File: config.mk
export PLATFORM = sky130hd
export DESIGN_NAME = multicycle_control
export DESIGN_NICKNAME = d
export VERILOG_FILES = /design/src/rtl/multicycle_control_pkg.sv /design/src/rtl/multicycle_control_alu_decoder.sv /design/src/rtl/multicycle_control.sv
export SDC_FILE = /design/constraint.sdc
export NUM_CORES = 1
export LEC_CHECK = 0
export CELL_PAD_IN_SITES_DETAIL_PLACEMENT = 1
export CELL_PAD_IN_SITES_GLOBAL_PLACEMENT = 1
export CORE_AREA = 2 2 55 57
export DETAILED_ROUTE_END_ITERATION = 8
export DIE_AREA = 0 0 57 59
export GPL_TIMING_DRIVEN = 0
export HOLD_SLACK_MARGIN = 0.12
export PLACE_DENSITY = 0.87
export SYNTH_ARGS = -nofsm -noshare
export SYNTH_HDL_FRONTEND = slang
export SYNTH_SLANG_ARGS = --single-unit
File: constraint.sdc
create_clock -name clk -period 2.75 [get_ports clk]
set_clock_uncertainty 0.2 [all_clocks]
set_input_delay 0.6875 -clock clk [delete_from_list [all_inputs] [get_ports clk]]
set_output_delay 0.6875 -clock clk [all_outputs]
set_load 0.05 [all_outputs]
File: src/rtl/multicycle_control_pkg.sv
`default_nettype none
// ============================================================================
// Module      : multicycle_control_pkg
// Description : Shared encodings for the multicycle RV32 control path
//               (FSM states, ALUOp, alu_control, imm_src, opcodes, mux codes).
// Revision    : 1.0 - initial release
// ============================================================================
package multicycle_control_pkg;

    typedef enum logic [3:0] {
        S_FETCH    = 4'd0,
        S_DECODE   = 4'd1,
        S_MEMADR   = 4'd2,
        S_MEMREAD  = 4'd3,
        S_MEMWB    = 4'd4,
        S_MEMWRITE = 4'd5,
        S_EXECUTER = 4'd6,
        S_EXECUTEI = 4'd7,
        S_ALUWB    = 4'd8,
        S_BEQ      = 4'd9,
        S_JAL      = 4'd10,
        S_ILLEGAL  = 4'd15
    } state_t;

    typedef enum logic [1:0] {
        ALUOP_ADD   = 2'b00,
        ALUOP_SUB   = 2'b01,
        ALUOP_FUNCT = 2'b10
    } aluop_t;

    localparam logic [2:0] c_ALU_ADD = 3'b000;
    localparam logic [2:0] c_ALU_SUB = 3'b001;
    localparam logic [2:0] c_ALU_AND = 3'b010;
    localparam logic [2:0] c_ALU_OR  = 3'b011;
    localparam logic [2:0] c_ALU_SLT = 3'b101;

    localparam logic [1:0] c_IMM_I = 2'b00;
    localparam logic [1:0] c_IMM_S = 2'b01;
    localparam logic [1:0] c_IMM_B = 2'b10;
    localparam logic [1:0] c_IMM_J = 2'b11;

    localparam logic [6:0] c_OP_LOAD   = 7'b0000011;
    localparam logic [6:0] c_OP_STORE  = 7'b0100011;
    localparam logic [6:0] c_OP_R      = 7'b0110011;
    localparam logic [6:0] c_OP_IMM    = 7'b0010011;
    localparam logic [6:0] c_OP_BRANCH = 7'b1100011;
    localparam logic [6:0] c_OP_JAL    = 7'b1101111;

    localparam logic [1:0] c_RES_ALUOUT    = 2'b00;
    localparam logic [1:0] c_RES_MEMDATA   = 2'b01;
    localparam logic [1:0] c_RES_ALURESULT = 2'b10;

    localparam logic [1:0] c_SRCA_PC    = 2'b00;
    localparam logic [1:0] c_SRCA_OLDPC = 2'b01;
    localparam logic [1:0] c_SRCA_RS1   = 2'b10;

    localparam logic [1:0] c_SRCB_RS2  = 2'b00;
    localparam logic [1:0] c_SRCB_IMM  = 2'b01;
    localparam logic [1:0] c_SRCB_FOUR = 2'b10;

    function automatic logic [1:0] imm_src_for(input logic [6:0] op);
        logic [1:0] sel;
        sel = c_IMM_I;
        case (op)
            c_OP_STORE:  sel = c_IMM_S;
            c_OP_BRANCH: sel = c_IMM_B;
            c_OP_JAL:    sel = c_IMM_J;
            default:     sel = c_IMM_I;
        endcase
        return sel;
    endfunction

endpackage
`default_nettype wire

File: src/rtl/multicycle_control_alu_decoder.sv
`default_nettype none
// ============================================================================
// Module      : alu_decoder
// Description : Maps ALUOp plus instruction function fields to alu_control.
// Revision    : 1.0 - initial release
// ============================================================================
module alu_decoder
    import multicycle_control_pkg::*;
(
    input  aluop_t     i_aluop,
    input  logic [2:0] i_funct3,
    input  logic       i_op5,
    input  logic       i_funct7b5,
    output logic [2:0] o_alu_control
);

    always_comb begin
        o_alu_control = c_ALU_ADD;
        case (i_aluop)
            ALUOP_ADD: o_alu_control = c_ALU_ADD;
            ALUOP_SUB: o_alu_control = c_ALU_SUB;
            ALUOP_FUNCT: begin
                case (i_funct3)
                    // Only R-type (op5=1) with funct7b5 subtracts; addi never does
                    3'b000:  o_alu_control = (i_op5 & i_funct7b5) ? c_ALU_SUB : c_ALU_ADD;
                    3'b010:  o_alu_control = c_ALU_SLT;
                    3'b110:  o_alu_control = c_ALU_OR;
                    3'b111:  o_alu_control = c_ALU_AND;
                    default: o_alu_control = c_ALU_ADD;
                endcase
            end
            default: o_alu_control = c_ALU_ADD;
        endcase
    end

endmodule
`default_nettype wire

File: src/rtl/multicycle_control.sv
`default_nettype none
// ============================================================================
// Module      : multicycle_control
// Description : Main control FSM of the multicycle RV32 core; sequences each
//               instruction and drives datapath enables, muxes and ALU select.
// Revision    : 1.0 - initial release
// ============================================================================
module multicycle_control
    import multicycle_control_pkg::*;
#(
    parameter bit HALT_ON_ILLEGAL = 1'b1
) (
    input  logic       clk,
    input  logic       reset,
    input  logic [6:0] opcode,
    input  logic [2:0] funct3,
    input  logic       funct7b5,
    input  logic       zero,
    output logic       pc_write,
    output logic       adr_src,
    output logic       mem_write,
    output logic       ir_write,
    output logic [1:0] result_src,
    output logic [1:0] alu_src_a,
    output logic [1:0] alu_src_b,
    output logic       reg_write,
    output logic [1:0] imm_src,
    output logic [2:0] alu_control,
    output logic       illegal,
    output logic [3:0] state_dbg
);

    state_t r_state;
    state_t w_cur;
    state_t w_next;
    aluop_t w_aluop;
    logic   w_pc_write;
    logic   w_mem_write;
    logic   w_ir_write;
    logic   w_reg_write;

    always_ff @(posedge clk) begin
        if (reset) begin
            r_state <= S_FETCH;
        end else begin
            r_state <= w_next;
        end
    end

    // While reset is asserted the decode shows FETCH regardless of the register
    assign w_cur = reset ? S_FETCH : r_state;

    always_comb begin
        w_next      = S_FETCH;
        w_aluop     = ALUOP_ADD;
        w_pc_write  = 1'b0;
        w_mem_write = 1'b0;
        w_ir_write  = 1'b0;
        w_reg_write = 1'b0;
        adr_src     = 1'b0;
        result_src  = c_RES_ALUOUT;
        alu_src_a   = c_SRCA_PC;
        alu_src_b   = c_SRCB_RS2;
        illegal     = 1'b0;
        case (w_cur)
            S_FETCH: begin
                w_ir_write = 1'b1;
                w_pc_write = 1'b1;
                alu_src_b  = c_SRCB_FOUR;
                result_src = c_RES_ALURESULT;
                w_next     = S_DECODE;
            end
            S_DECODE: begin
                alu_src_a = c_SRCA_OLDPC;
                alu_src_b = c_SRCB_IMM;
                case (opcode)
                    c_OP_LOAD, c_OP_STORE: w_next = S_MEMADR;
                    c_OP_R:                w_next = S_EXECUTER;
                    c_OP_IMM:              w_next = S_EXECUTEI;
                    c_OP_BRANCH:           w_next = S_BEQ;
                    c_OP_JAL:              w_next = S_JAL;
                    default:               w_next = S_ILLEGAL;
                endcase
            end
            S_MEMADR: begin
                alu_src_a = c_SRCA_RS1;
                alu_src_b = c_SRCB_IMM;
                w_next    = (opcode == c_OP_STORE) ? S_MEMWRITE : S_MEMREAD;
            end
            S_MEMREAD: begin
                adr_src = 1'b1;
                w_next  = S_MEMWB;
            end
            S_MEMWB: begin
                result_src  = c_RES_MEMDATA;
                w_reg_write = 1'b1;
                w_next      = S_FETCH;
            end
            S_MEMWRITE: begin
                adr_src     = 1'b1;
                w_mem_write = 1'b1;
                w_next      = S_FETCH;
            end
            S_EXECUTER: begin
                alu_src_a = c_SRCA_RS1;
                alu_src_b = c_SRCB_RS2;
                w_aluop   = ALUOP_FUNCT;
                w_next    = S_ALUWB;
            end
            S_EXECUTEI: begin
                alu_src_a = c_SRCA_RS1;
                alu_src_b = c_SRCB_IMM;
                w_aluop   = ALUOP_FUNCT;
                w_next    = S_ALUWB;
            end
            S_ALUWB: begin
                result_src  = c_RES_ALUOUT;
                w_reg_write = 1'b1;
                w_next      = S_FETCH;
            end
            S_BEQ: begin
                alu_src_a  = c_SRCA_RS1;
                alu_src_b  = c_SRCB_RS2;
                w_aluop    = ALUOP_SUB;
                w_pc_write = zero;
                w_next     = S_FETCH;
            end
            S_JAL: begin
                alu_src_a  = c_SRCA_OLDPC;
                alu_src_b  = c_SRCB_FOUR;
                w_pc_write = 1'b1;
                w_next     = S_ALUWB;
            end
            S_ILLEGAL: begin
                illegal = 1'b1;
                w_next  = HALT_ON_ILLEGAL ? S_ILLEGAL : S_FETCH;
            end
            default: begin
                w_next = S_FETCH;
            end
        endcase
    end

    assign pc_write  = w_pc_write  & ~reset;
    assign mem_write = w_mem_write & ~reset;
    assign ir_write  = w_ir_write  & ~reset;
    assign reg_write = w_reg_write & ~reset;
    assign imm_src   = imm_src_for(opcode);
    assign state_dbg = w_cur;

    alu_decoder u_alu_decoder (
        .i_aluop       (w_aluop),
        .i_funct3      (funct3),
        .i_op5         (opcode[5]),
        .i_funct7b5    (funct7b5),
        .o_alu_control (alu_control)
    );

endmodule
`default_nettype wire
; After elaboration in Yosys (flattened, before gate mapping)
; Cells that the tools add are included.
; Widths: inputs -> output; s select.
[totals]
regBits = 4
latch_bits = 0
mem_bits_rw = 0
mem_bits_ro = 0
input_bits = 14
mem_count = 0
[op_classes]
n_addsub = 0
mul = 0
div = 0
n_lt_le_gt_ge = 0
eq_ne = 22
n_shift = 0
muxes = 18
bitwise = 6
n_reduce_logical = 11
[ops]
columns = op, count
row1 = $pmux 4 s6, 1
row2 = $pmux 4 s5, 1
row3 = $eq 4x3->1 const B, 4
row4 = $eq 4x4->1 const B, 4
row5 = $pmux 2 s2, 4
row6 = $eq 7x6->1 const B, 2
row7 = $eq 7x7->1 const B, 2
row8 = $pmux 3 s4, 1
row9 = $reduce_or 2->1, 6
row10 = $eq 4x2->1 const B, 2
row11 = $eq 7x2->1 const B, 1
row12 = $eq 7x5->1 const B, 1
row13 = $eq 3x3->1 const B, 2
row14 = $mux 1, 6
row15 = $pmux 2 s3, 1
row16 = $pmux 3 s2, 1
row17 = $reduce_or 3->1, 2
row18 = $and 1x1->1, 5
row19 = $eq 4x1->1 const B, 1
row20 = $logic_not 4->1, 1
row21 = $mux 4, 1
row22 = $reduce_or 4->1, 1
row23 = $eq 3x2->1 const B, 1
row24 = $logic_not 3->1, 1
row25 = 5 further kinds, 5

; Depth between registers and ports, before layout
; Gate-level depths: netlist of the first run.
[logic_depth]
word_depth = 6
mapped_depth = 7

; Hierarchy
; A second synthesis of the first run with hierarchy kept.
[unflattened]
hier_cells = 90
hier_area_um2 = 643.1
[modules_own_cells]
columns = module, instances, cells_each, area_each_um2
row1 = multicycle_control, 1, 79, 546.8
row2 = alu_decoder, 1, 11, 96.3

; Least setup slack after synthesis of the first run
; No wires, ideal clock.
[synth_path]
path_kind = input to output
start = input reset
end = output alu_control[2]
t_arrival_ns = 3.101
path_slack_ns = -1.239
stages = 4
path_cell_list = and2b_4 -> and3_2 -> ha_1 -> nor4_1
[synth_between]
elab_chain_len = 6
[synth_lines]
columns = element, line
row1 = from (decl), multicycle_control.sv:14  ; input logic reset,
row2 = $mux 4 (*), multicycle_control.sv:51  ; assign w_cur = reset ? S_FETCH : r_state;
row3 = $eq 4x3->1, multicycle_control.sv:65  ; case (w_cur)
row4 = $reduce_or 2->1 (no source line), --
row5 = $pmux 2 s2 (*), multicycle_control.sv:65
row6 = $eq 2x2->1 / $eq 2x1->1 (equally long branches), multicycle_control_alu_decoder.sv:19  ; case (i_aluop)
row7 = $pmux 3 s2 (*), multicycle_control_alu_decoder.sv:19
row8 = to (decl), multicycle_control.sv:28  ; output logic [2:0] alu_control,
; Every way passes the cells marked *; elsewhere a longest branch is shown, timed or not.

; Final worst setup path of the first run
; Same ends and word-level chain as after synthesis.

==> results of run 1 <==
## cell families after synthesis
| kind of cell | after synthesis | synth area share, % |
|---|---|---|
| and+or+nand+nor | 52 | 46.4 |
| AOI/OAI and AO/OA | 17 | 17.2 |
| buffers and inverters | 14 | 13.1 |
| xor gates and xnor gates | 5 | 6.39 |
| DFF | 4 | 11.7 |
| adders and majority gates | 2 | 3.65 |
| muxes | 1 | 1.64 |
## layout by cell type, fill, tap and decap left out, types with 2 or more instances in the layout
cell type,netlist,routed
nor2_1,12,9
dfxtp_1,4,3
nand3_1,3,3
nor2_2,0,2
nand2_1,7,6
o21ai_1,3,3
nor3_1,6,4
nor4_2,1,3
buf_6,4,7
nor4_4,1,2
xnor2_1,2,2
clkbuf_4,0,4
dlygate4sd2_1,0,13
a21oi_2,1,2
nor3_2,0,2
clkdlybuf4s50_1,0,6
nand2b_1,4,3
buf_8,0,2
clkbuf_2,0,2
xor2_1,3,3
buf_2,0,2
ha_4,0,2
buf_4,2,14
and3_1,2,2
clkdlybuf4s15_2,0,2
o21ai_0,3,3
a21oi_1,3,2
and2b_4,3,3
inv_1,6,5
## routing by layer
metal,vias up,GRT usage [%]
li1,434,-
met1,423,17.7
met2,25,33.3
met3,0,3.71
met4,0,0.997
met5,-,0
## worst max-delay path: cells and delay by family
family,cells,cell delay [ps]
simple gates,3,650
buf+inv,3,400
fa+ha+maj,1,200
## per-stage QoR
| step | setup TNS (ps) | hold slack [ps] |
|---|---|---|
| final | -87.9 | 489 |
| after global routing | -205 | 510 |
| after CTS | -122 | 491 |
| after detailed placement | -14640 | 474 |
| after global placement | -14350 | 455 |
| after floorplan | -1120 | 411 |
## worst min-delay path by stage
stage,start,endpoint
6_report,r_state[0],r_state[2]
5_1_grt,r_state[0],r_state[2]
3_5_place_dp,r_state[0],r_state[2]
3_3_place_gp,r_state[0],r_state[2]
2_1_floorplan,r_state[0],r_state[2]
4_1_cts,r_state[0],r_state[2]
## layout make-up
cell class              instances  area share [%]
multi-input cells              77            50.0
repair buffers                 46            31.8
flip-flops and latches          4            6.15
plain buffers                   6            4.54
well taps                      31            2.93
inverters                       8            2.84
clock buffers                   3            1.70
## report_power, final
group          total [µW]  leakage [µW]  internal [µW]  switching (µW)
Combinational        1020      0.000525            366             652
Clock                76.1     0.0000138           49.0            27.1
Sequential            123     0.0000335           88.9            33.7
## repair_timing
action / 4_1_cts / 5_1_grt
setup endpoints to repair: 21 / 8
pin swaps: 7 / 2
hold endpoints to repair: 0 / 0
buffers inserted: 9 / 3
resized for setup: 82 / 23
==> results.tsv, run 1 <==
metric	value	unit
final_core_util	48.8	%
track_usage	16.3	%
postSynthNetCount	111	
routed_wirelength	2640	µm
route.met3.wl	123	µm
floorplan.io_pins	35	
largest_vdd_supply_drop	0.000458	V
worstSetupEndpoint	alu_control[2]	
crit_path_end_kind	output pin	
critical_path_peak_fanout	5	
wl_met2	1460	µm
critical_path_data_arrival_time	1950	ps
m1WireLength	1060	µm
io_buffer_count	34	
top_register	r_state	
cp_cell_sequence	buf_8 > and2b_4 > and3_4 > buf_12 > ha_4 > nor4_4 > buf_6	
cts_root_buf	clkbuf_4	
grt_start_max_net_pins	11	
nets	162	
post_synth_inst_count	95	
fp.dieArea	3360	µm²
n_antenna_cell	0	
place_inst	160	
power	1220	µW
distinct_cell_type_count_after_synthesis	39	
wl_per_cell	15.1	µm
clk_transition_reported_paths	40	ps
synthesis.yosys.warnings	0	
antenna_violations_before_repair	0	
synth_ff_type	dfxtp_1	
place_worst_setup_slack	-1350	ps
crit_path_start_kind	input port	
critical_path_required	1860	ps
pd_cells	920	nW/µm²
layout.area.seq	81.3	µm²
syn_area	686	µm²
floorplan.initialDensity	25.3	%
cts.hold.buffers_added	0	
rr_worst_depth	4	
drt.antenna.violating_nets	0	
yosys.cell_count.top_type	nor2_1	
slew-limit-headroom	66.2	%
final-instance-count-excl-fill	175	
ff2ff_setup_slack	1320	ps
min_path_type	flip-flop to flip-flop	
layout-area-overhead-vs-synth	92.9	%
max_slew_violation_count	0	
cts-htree-levels	1	
syn-mean-instance-area	7.22	µm²
worstSetupStartpoint	reset	
placedInstanceArea	1140	µm²
cap_violations	0	
report.final.setup_viol	2	
clock-sinks	4	
critical_path.max_stage_delay	270	ps
yosys-top-cells-count	12 x nor2_1, 7 x nand2_1, 6 x inv_1, 6 x nor3_1	
timing.final.crit_period	2830	ps
fp-row-count	19	
dieHeight	59	µm
hold_viol_final	0	
first_global_vias	943	
drtPass1Iterations	4	
post-synth-top-area-fraction	11.7	%
avgViaCountPerCell	5.04	
fmax	0.353	GHz
core_area	2710	µm²
final_design_area_no_fill	1320	µm²
top_layer_used	met3	
synth_area_leaders	dfxtp_1 12%, buf_6 6.6%, nor2_1 6.6%	
cts_made_buffers	3	
timing.hold.worst_path_depth	3	
worstMarginPinSlew	509	ps
drt_iter0_drc	4	
post_route_cells_drive_above_1_share	45.8	%
r2r-end	r_state[1]	
number_of_enable_flip_flop_cells_after_synthesis	0	
final.period_utilization	103	%
multi_input_comb_area	662	µm²
rr_startpoint	r_state[3]	
place.gp.congestion	0.755	
unrepaired_setup_endpoints_after_global_routing	yes	
total_leakage_power	0.000572	µW
violations	setup timing	
max_ffs_per_register	4	
global_route.overflow_total	0	
via_count	882	
postLayoutSetupSlackWorst	-84.8	ps
tritoncts	done	
post-dp-hpwl	1900	µm
synth-async-reset-ratio	0	%
status	complete, but fails checks	
n_fill_cell	327	
worst_path_class_setup	input port to output pin	
synth_top_cell_by_area	dfxtp_1	
first_pass_grt_wire_length	4280	µm
ys_seq_area_share	11.7	%
biggestRegsByFlops	r_state: 4 flops	
cp_slowest_cell	and2b_4	
synth_seq_cells	4	
cts_buffer_depth	2	
drcViolationCount	0	
floorplan.die.width	57	µm
worstSkewPairLatency	240	ps
No activity file was read; power rests on OpenSTA's default activity.
==> inputs of run 2 (changes only) <==
- CORE_AREA: 2 2 55 57 -> 2 2 52 64
- DIE_AREA: 0 0 57 59 -> 0 0 54 66
- PLACE_DENSITY: 0.87 -> 0.85
- clock period: 2.75 -> 2.5 ns (I/O delays scaled with it)
==> run 2 against run 1 <==
- the run still ends with setup timing left
- cell count grew 6.3%
- total power grew 20%
- register-to-register slack lost 320 ps
- combinational power grew 22%
- via count grew 4.0%
- worst hold slack lost 12 ps
- non-clock buffer count grew 6
- core utilization shrank 1.8 points
- critical path depth shrank 1
- wire length grew 5.6%
- first-iteration DRC count shrank 25%
- worst setup slack lost 82 ps
- critical path type unchanged
- largest cell class unchanged
- highest routed layer is now met4
==> results.tsv, run 2 (synthesized netlist as in run 1, its figures left out) <==
metric	value	unit	change
final-instance-count-excl-fill	186		+6.3%
avgViaCountPerCell	4.93		-2.2%
power_switching_share	57.0	%	-1.6 points
cts_made_buffers	3		unchanged
clk_transition_reported_paths	40	ps	about the same
largest_vdd_supply_drop	0.000511	V	+12%
cap_violations	0		unchanged
global_route.usage.met2	31.6	%	-1.8 points
routed_wirelength	2790	µm	+5.6%
core_area	2970	µm²	+9.7%
slew-limit-headroom	66.2	%	about the same
place.gp.congestion	0.856		+13%
max_ffs_per_register	4		unchanged
final.period_utilization	107	%	
nets	168		+3.7%
drt_iter0_drc	3		-1
max_slew_violation_count	0		unchanged
post-dp-hpwl	2000	µm	+5.1%
tritoncts	done		
antenna_violations_before_repair	0		unchanged
critical_path_required	1670	ps	-190 ps
unrepaired_setup_endpoints_after_global_routing	yes		
total_leakage_power	0.000593	µW	+3.6%
min_path_type	flip-flop to flip-flop		
use_met1	17.3	%	-0.34 points
clock_power_share	5.8	%	-0.5 points
place_inst	165		+3.1%
top_register	r_state		
io_buffer_count	34		unchanged
critical_path_peak_fanout	5		unchanged
gr-max-usage-layer	met2		
drcViolationCount	0		unchanged
postLayoutSetupSlackWorst	-167	ps	-81.9 ps
intPower	628	µW	+25%
grtUsageMet3	2.04	%	-1.7 points
first_pass_grt_wire_length	4420	µm	+3.2%
mostFrequentLayoutCell	buf_4		
post_route_cells_drive_above_1_share	52.7	%	+6.8 points
layout.area.seq	81.3	µm²	unchanged
cts_buffer_depth	2		unchanged
first_global_vias	990		+5.0%
cts.hold.buffers_added	0		unchanged
cp_cell_sequence	buf_8 > and2b_4 > and3_4 > ha_4 > nor4_4 > buf_6		
worstSetupStartpoint	reset		
power	1460	µW	+20%
cp_slowest_cell	and2b_4		
drt.antenna.violating_nets	0		unchanged
biggestRegsByFlops	r_state: 4 flops		
pd_cells	1040	nW/µm²	+14%
final_core_util	47.0	%	-1.8 points
n_antenna_cell	0		unchanged
hold_path_startpoint	r_state[0]		
wl_per_cell	15.0	µm	-0.65%
clock-sinks	4		unchanged
violations	setup timing		
crit_path_start_kind	input port		
fp-row-count	22		+3
n_fill_cell	378		+16%
cts-htree-levels	1		unchanged
cts_root_buf	clkbuf_4		
hold_viol_final	0		unchanged
fp.dieArea	3560	µm²	+6.0%
critical_path.max_stage_delay	270	ps	about the same
worstSkewPairLatency	240	ps	about the same
cp_num_buf_inv	2		-1
power.net_switching	832	µW	+17%
dieHeight	66	µm	+12%
hold-worst-slack	476	ps	-12.4 ps
layout-area-overhead-vs-synth	104	%	
crit_family	simple AND/OR/NAND/NOR gates		
totalNegativeSetupSlack	-356	ps	-268 ps
report.final.setup_viol	3		+1
via_count	917		+4.0%
track_usage	16.8	%	+0.48 points
drtPass1Iterations	2		-2
fmax	0.375	GHz	
worst_path_class_setup	input port to output pin		
timing.final.crit_period	2670	ps	
global_route.overflow_total	0		unchanged
grt_start_max_net_pins	11		unchanged
comb_power_share	84.8	%	+1.1 points
floorplan.die.width	54	µm	-5.3%
multi_input_comb_area	689	µm²	+4.2%
status	complete, but fails checks		
critical_path_data_arrival_time	1840	ps	-110 ps
floorplan.io_pins	35		unchanged
mostFrequentLayoutCells	19 x buf_4, 12 x buf_6, 9 x nor2_1, 9 x dlygate4sd2_1		
crit_path_end_kind	output pin		
rr_startpoint	r_state[3]		
p_seq_share	9.4	%	-0.7 points
floorplan.initialDensity	23.1	%	-2.2 points
worstMarginPinSlew	509	ps	-0.0669 ps
run 2: path summary, 6_finish.rpt:
| path | depth (start not counted) | to | slack, ps |
|---|---|---|---|
| setup / recovery | 6 | alu_control[2] | -170 |
| hold / removal | 3 | r_state[2] | 480 |
| setup reg to reg | 4 | r_state[2] | 1000 |
| hold reg to reg | 3 | r_state[2] | 480 |
run 2: what timing repair did:
item                                    CTS  global route
endpoints found under the setup margin   21            12
pin swaps                                 6            10
resized for setup                       113            24
setup buffers                             8            11
cloned                                    0             0
run 2: final cells by class:
type	count	area share (%)
Clock buffer	3	1.61
Tap cell	36	3.22
Buffer	6	4.57
Sequential cell	4	5.82
Timing Repair Buffer	52	32.9
Multi-Input combinational cell	77	49.3
Inverter	8	2.51
run 2: per-stage QoR:
stage,setup slack (ps),area (µm²)
2_1_floorplan,-389,806
3_3_place_gp,-1240,1190
3_5_place_dp,-1250,1190
4_1_cts,-135,1300
5_1_grt,-206,1400
6_report,-167,1400
run 2: per-layer routing:
layer  wire [µm]  share of wire, %
met5           0                 0
met4          70               2.5
met3         102               3.7
met2        1560                56
met1        1060                38
run 2: power by group through the flow:
stage	combinational [µW]	clock (µW)	sequential [µW]
2_1_floorplan	873	0	121
3_3_place_gp	1130	0	129
3_5_place_dp	1170	0	132
4_1_cts	1150	87.9	134
5_1_grt	1320	92.7	143
6_report	1240	84.3	137
run 2: tightest hold or removal path, stage by stage (launching register included):
cell	delay [ps]
dfxtp_1	320
buf_6	140
inv_2	80
o31ai_2	80
==> inputs of run 3 (changes only) <==
- REMOVE_ABC_BUFFERS: not set -> 1
==> run 3 against run 2 <==
- core utilization is 6.5 points lower
- critical path depth increased by 2
- non-clock buffer count fell by 11
- the flow still finishes with violations (setup timing)
- cell count down 5.9%
- combinational power shrank 29%
- clock-buffer cell count stayed put
- global-route usage shrank 3.0 points
- first-iteration DRC count is 33% lower
- critical path type unchanged
==> results.tsv, run 3 (synthesized netlist as in run 1, its figures left out) <==
metric	value	unit	change
status	complete, but fails checks		
violations	setup timing		
post-dp-hpwl	1610	µm	-20%
drtPass1Iterations	3		+1
cts_made_buffers	3		unchanged
biggestRegsByFlops	r_state: 4 flops		
clk_transition_reported_paths	40	ps	about the same
intPower	497	µW	-21%
report.final.setup_viol	3		unchanged
cap_violations	0		unchanged
worstMarginPinSlew	490	ps	-19.0 ps
m1WireLength	1010	µm	-4.6%
via_count	849		-7.4%
drt_iter0_drc	2		-1
wl_per_cell	13.9	µm	-7.2%
floorplan.die.width	54	µm	unchanged
max_ffs_per_register	4		unchanged
global_route.overflow_total	0		unchanged
cts_root_buf	clkbuf_4		
fp-row-count	22		unchanged
layout-area-overhead-vs-synth	75.7	%	
ff2ff_setup_slack	1100	ps	+100 ps
total_leakage_power	0.000524	µW	-12%
critical_path_peak_fanout	6		+1
io_buffer_count	34		unchanged
slew-limit-headroom	67.5	%	+1.3 points
n_antenna_cell	0		unchanged
track_usage	13.8	%	-3.0 points
cts_buffer_depth	2		unchanged
tritoncts	done		
mostFrequentLayoutCell	buf_4		
floorplan.initialDensity	23.1	%	unchanged
fp.dieArea	3560	µm²	unchanged
final-instance-count-excl-fill	175		-5.9%
cp_cell_sequence	buf_12 > and2b_4 > and3_4 > inv_2 > ha_4 > nand2_1 > nor4_2 > buf_4		
floorplan.io_pins	35		unchanged
crit_path_start_kind	input port		
pd_cells	1000	nW/µm²	-3.9%
whs_endpoint	r_state[3]		
place_inst	159		-3.6%
post_route_cells_drive_above_1_share	44.6	%	-8.1 points
antenna_violations_before_repair	0		unchanged
power_switching_share	58.9	%	+1.9 points
timing.final.crit_period	2670	ps	+2.93 ps
rr_worst_depth	4		unchanged
route.met3.wl	122	µm	+20%
rr_startpoint	r_state[3]		
min_path_type	flip-flop to flip-flop		
cts-htree-levels	1		unchanged
grt_start_max_net_pins	18		+7
worst_path_class_setup	input port to output pin		
hold_viol_final	0		unchanged
p_seq_share	20.7	%	+11 points
cp_slowest_cell	nor4_2		
hold_path_startpoint	r_state[1]		
nets	157		-6.5%
first_global_vias	831		-16%
worstSetupStartpoint	reset		
critical_path_required	1670	ps	about the same
wl_met2	1310	µm	-16%
unrepaired_setup_endpoints_after_global_routing	yes		
mostFrequentLayoutCells	16 x buf_4, 11 x dlygate4sd2_1, 10 x nor2_1		
routed_wirelength	2440	µm	-13%
r2r-end	r_state[1]		
clock_power_share	6.8	%	+1.0 points
cp_num_buf_inv	3		+1
power	1210	µW	-17%
worstSkewPairLatency	240	ps	about the same
timing.hold.worst_path_depth	2		-1
dieHeight	66	µm	unchanged
drt.antenna.violating_nets	0		unchanged
core_area	2970	µm²	unchanged
drcViolationCount	0		unchanged
max_slew_violation_count	0		unchanged
crit_family	simple AND/OR/NAND/NOR gates		
first_pass_grt_wire_length	3700	µm	-16%
fmax	0.375	GHz	-0.11%
top_layer_used	met3		
clock-sinks	4		unchanged
critical_path.max_stage_delay	260	ps	about the same
comb_power_share	72.6	%	-12 points
final.period_utilization	107	%	+0.12 points
avgViaCountPerCell	4.85		-1.6%
postLayoutSetupSlackWorst	-170	ps	-2.93 ps
place.gp.congestion	0.776		-9.4%
crit_path_end_kind	output pin		
power.net_switching	713	µW	-14%
critical_path_data_arrival_time	1840	ps	about the same
largest_vdd_supply_drop	0.000482	V	-5.8%
top_register	r_state		
run 3: power by group through the flow:
stage	clock, µW	sequential (µW)	combinational (µW)
floorplan	0	191	625
global placement	0	218	847
detailed placement	0	226	865
CTS	86.0	237	836
global route	96.8	264	939
finish	81.8	250	878
run 3: layout make-up:
type	instances	area [µm²]
repair buffers	47	414
flip-flops and latches	4	95.1
clock buffers	3	22.5
multi-input cells	77	598
well taps	36	45.0
inverters	8	30.0
fillers	387	1770
run 3: per-stage QoR:
step	hold WS [ps]	util (%)	worst slack, ps	setup TNS (ps)	instance area, µm²
4_1_cts	396	37.8	-202	-381	1120
2_1_floorplan	391	-	-1360	-5500	626
3_3_place_gp	465	34.0	-1710	-21480	1010
3_5_place_dp	491	34.0	-1740	-22140	1010
6_report	369	40.5	-170	-313	1200
5_1_grt	402	40.5	-225	-509	1200
run 3: metal layers:
layer  up-vias  GRT usage (%)
li1        425              -
met1       395           16.8
met2        29           25.0
met3         0           2.71
met4         0           1.88
met5         -              0
run 3: worst max-delay path by stage:
stage | to | slack (ps) | cells after the start
after floorplan | alu_control[2] | -1360 | 4
after global placement | alu_control[2] | -1710 | 6
after detailed placement | alu_control[2] | -1740 | 6
after CTS | alu_control[2] | -200 | 8
after global routing | alu_control[2] | -230 | 8
final | alu_control[2] | -170 | 8
run 3: tightest hold or removal path: stages (launching register included):
cell     delay (ps)
dfxtp_4         390
nand2_1          70
a21oi_1          60
run 3: repair_timing:
item | CTS | global route
setup endpoints to repair | 21 | 14
pin swaps | 7 | 3
buffers inserted | 7 | 6
hold buffers | 0 | 0
resized for setup | 124 | 29
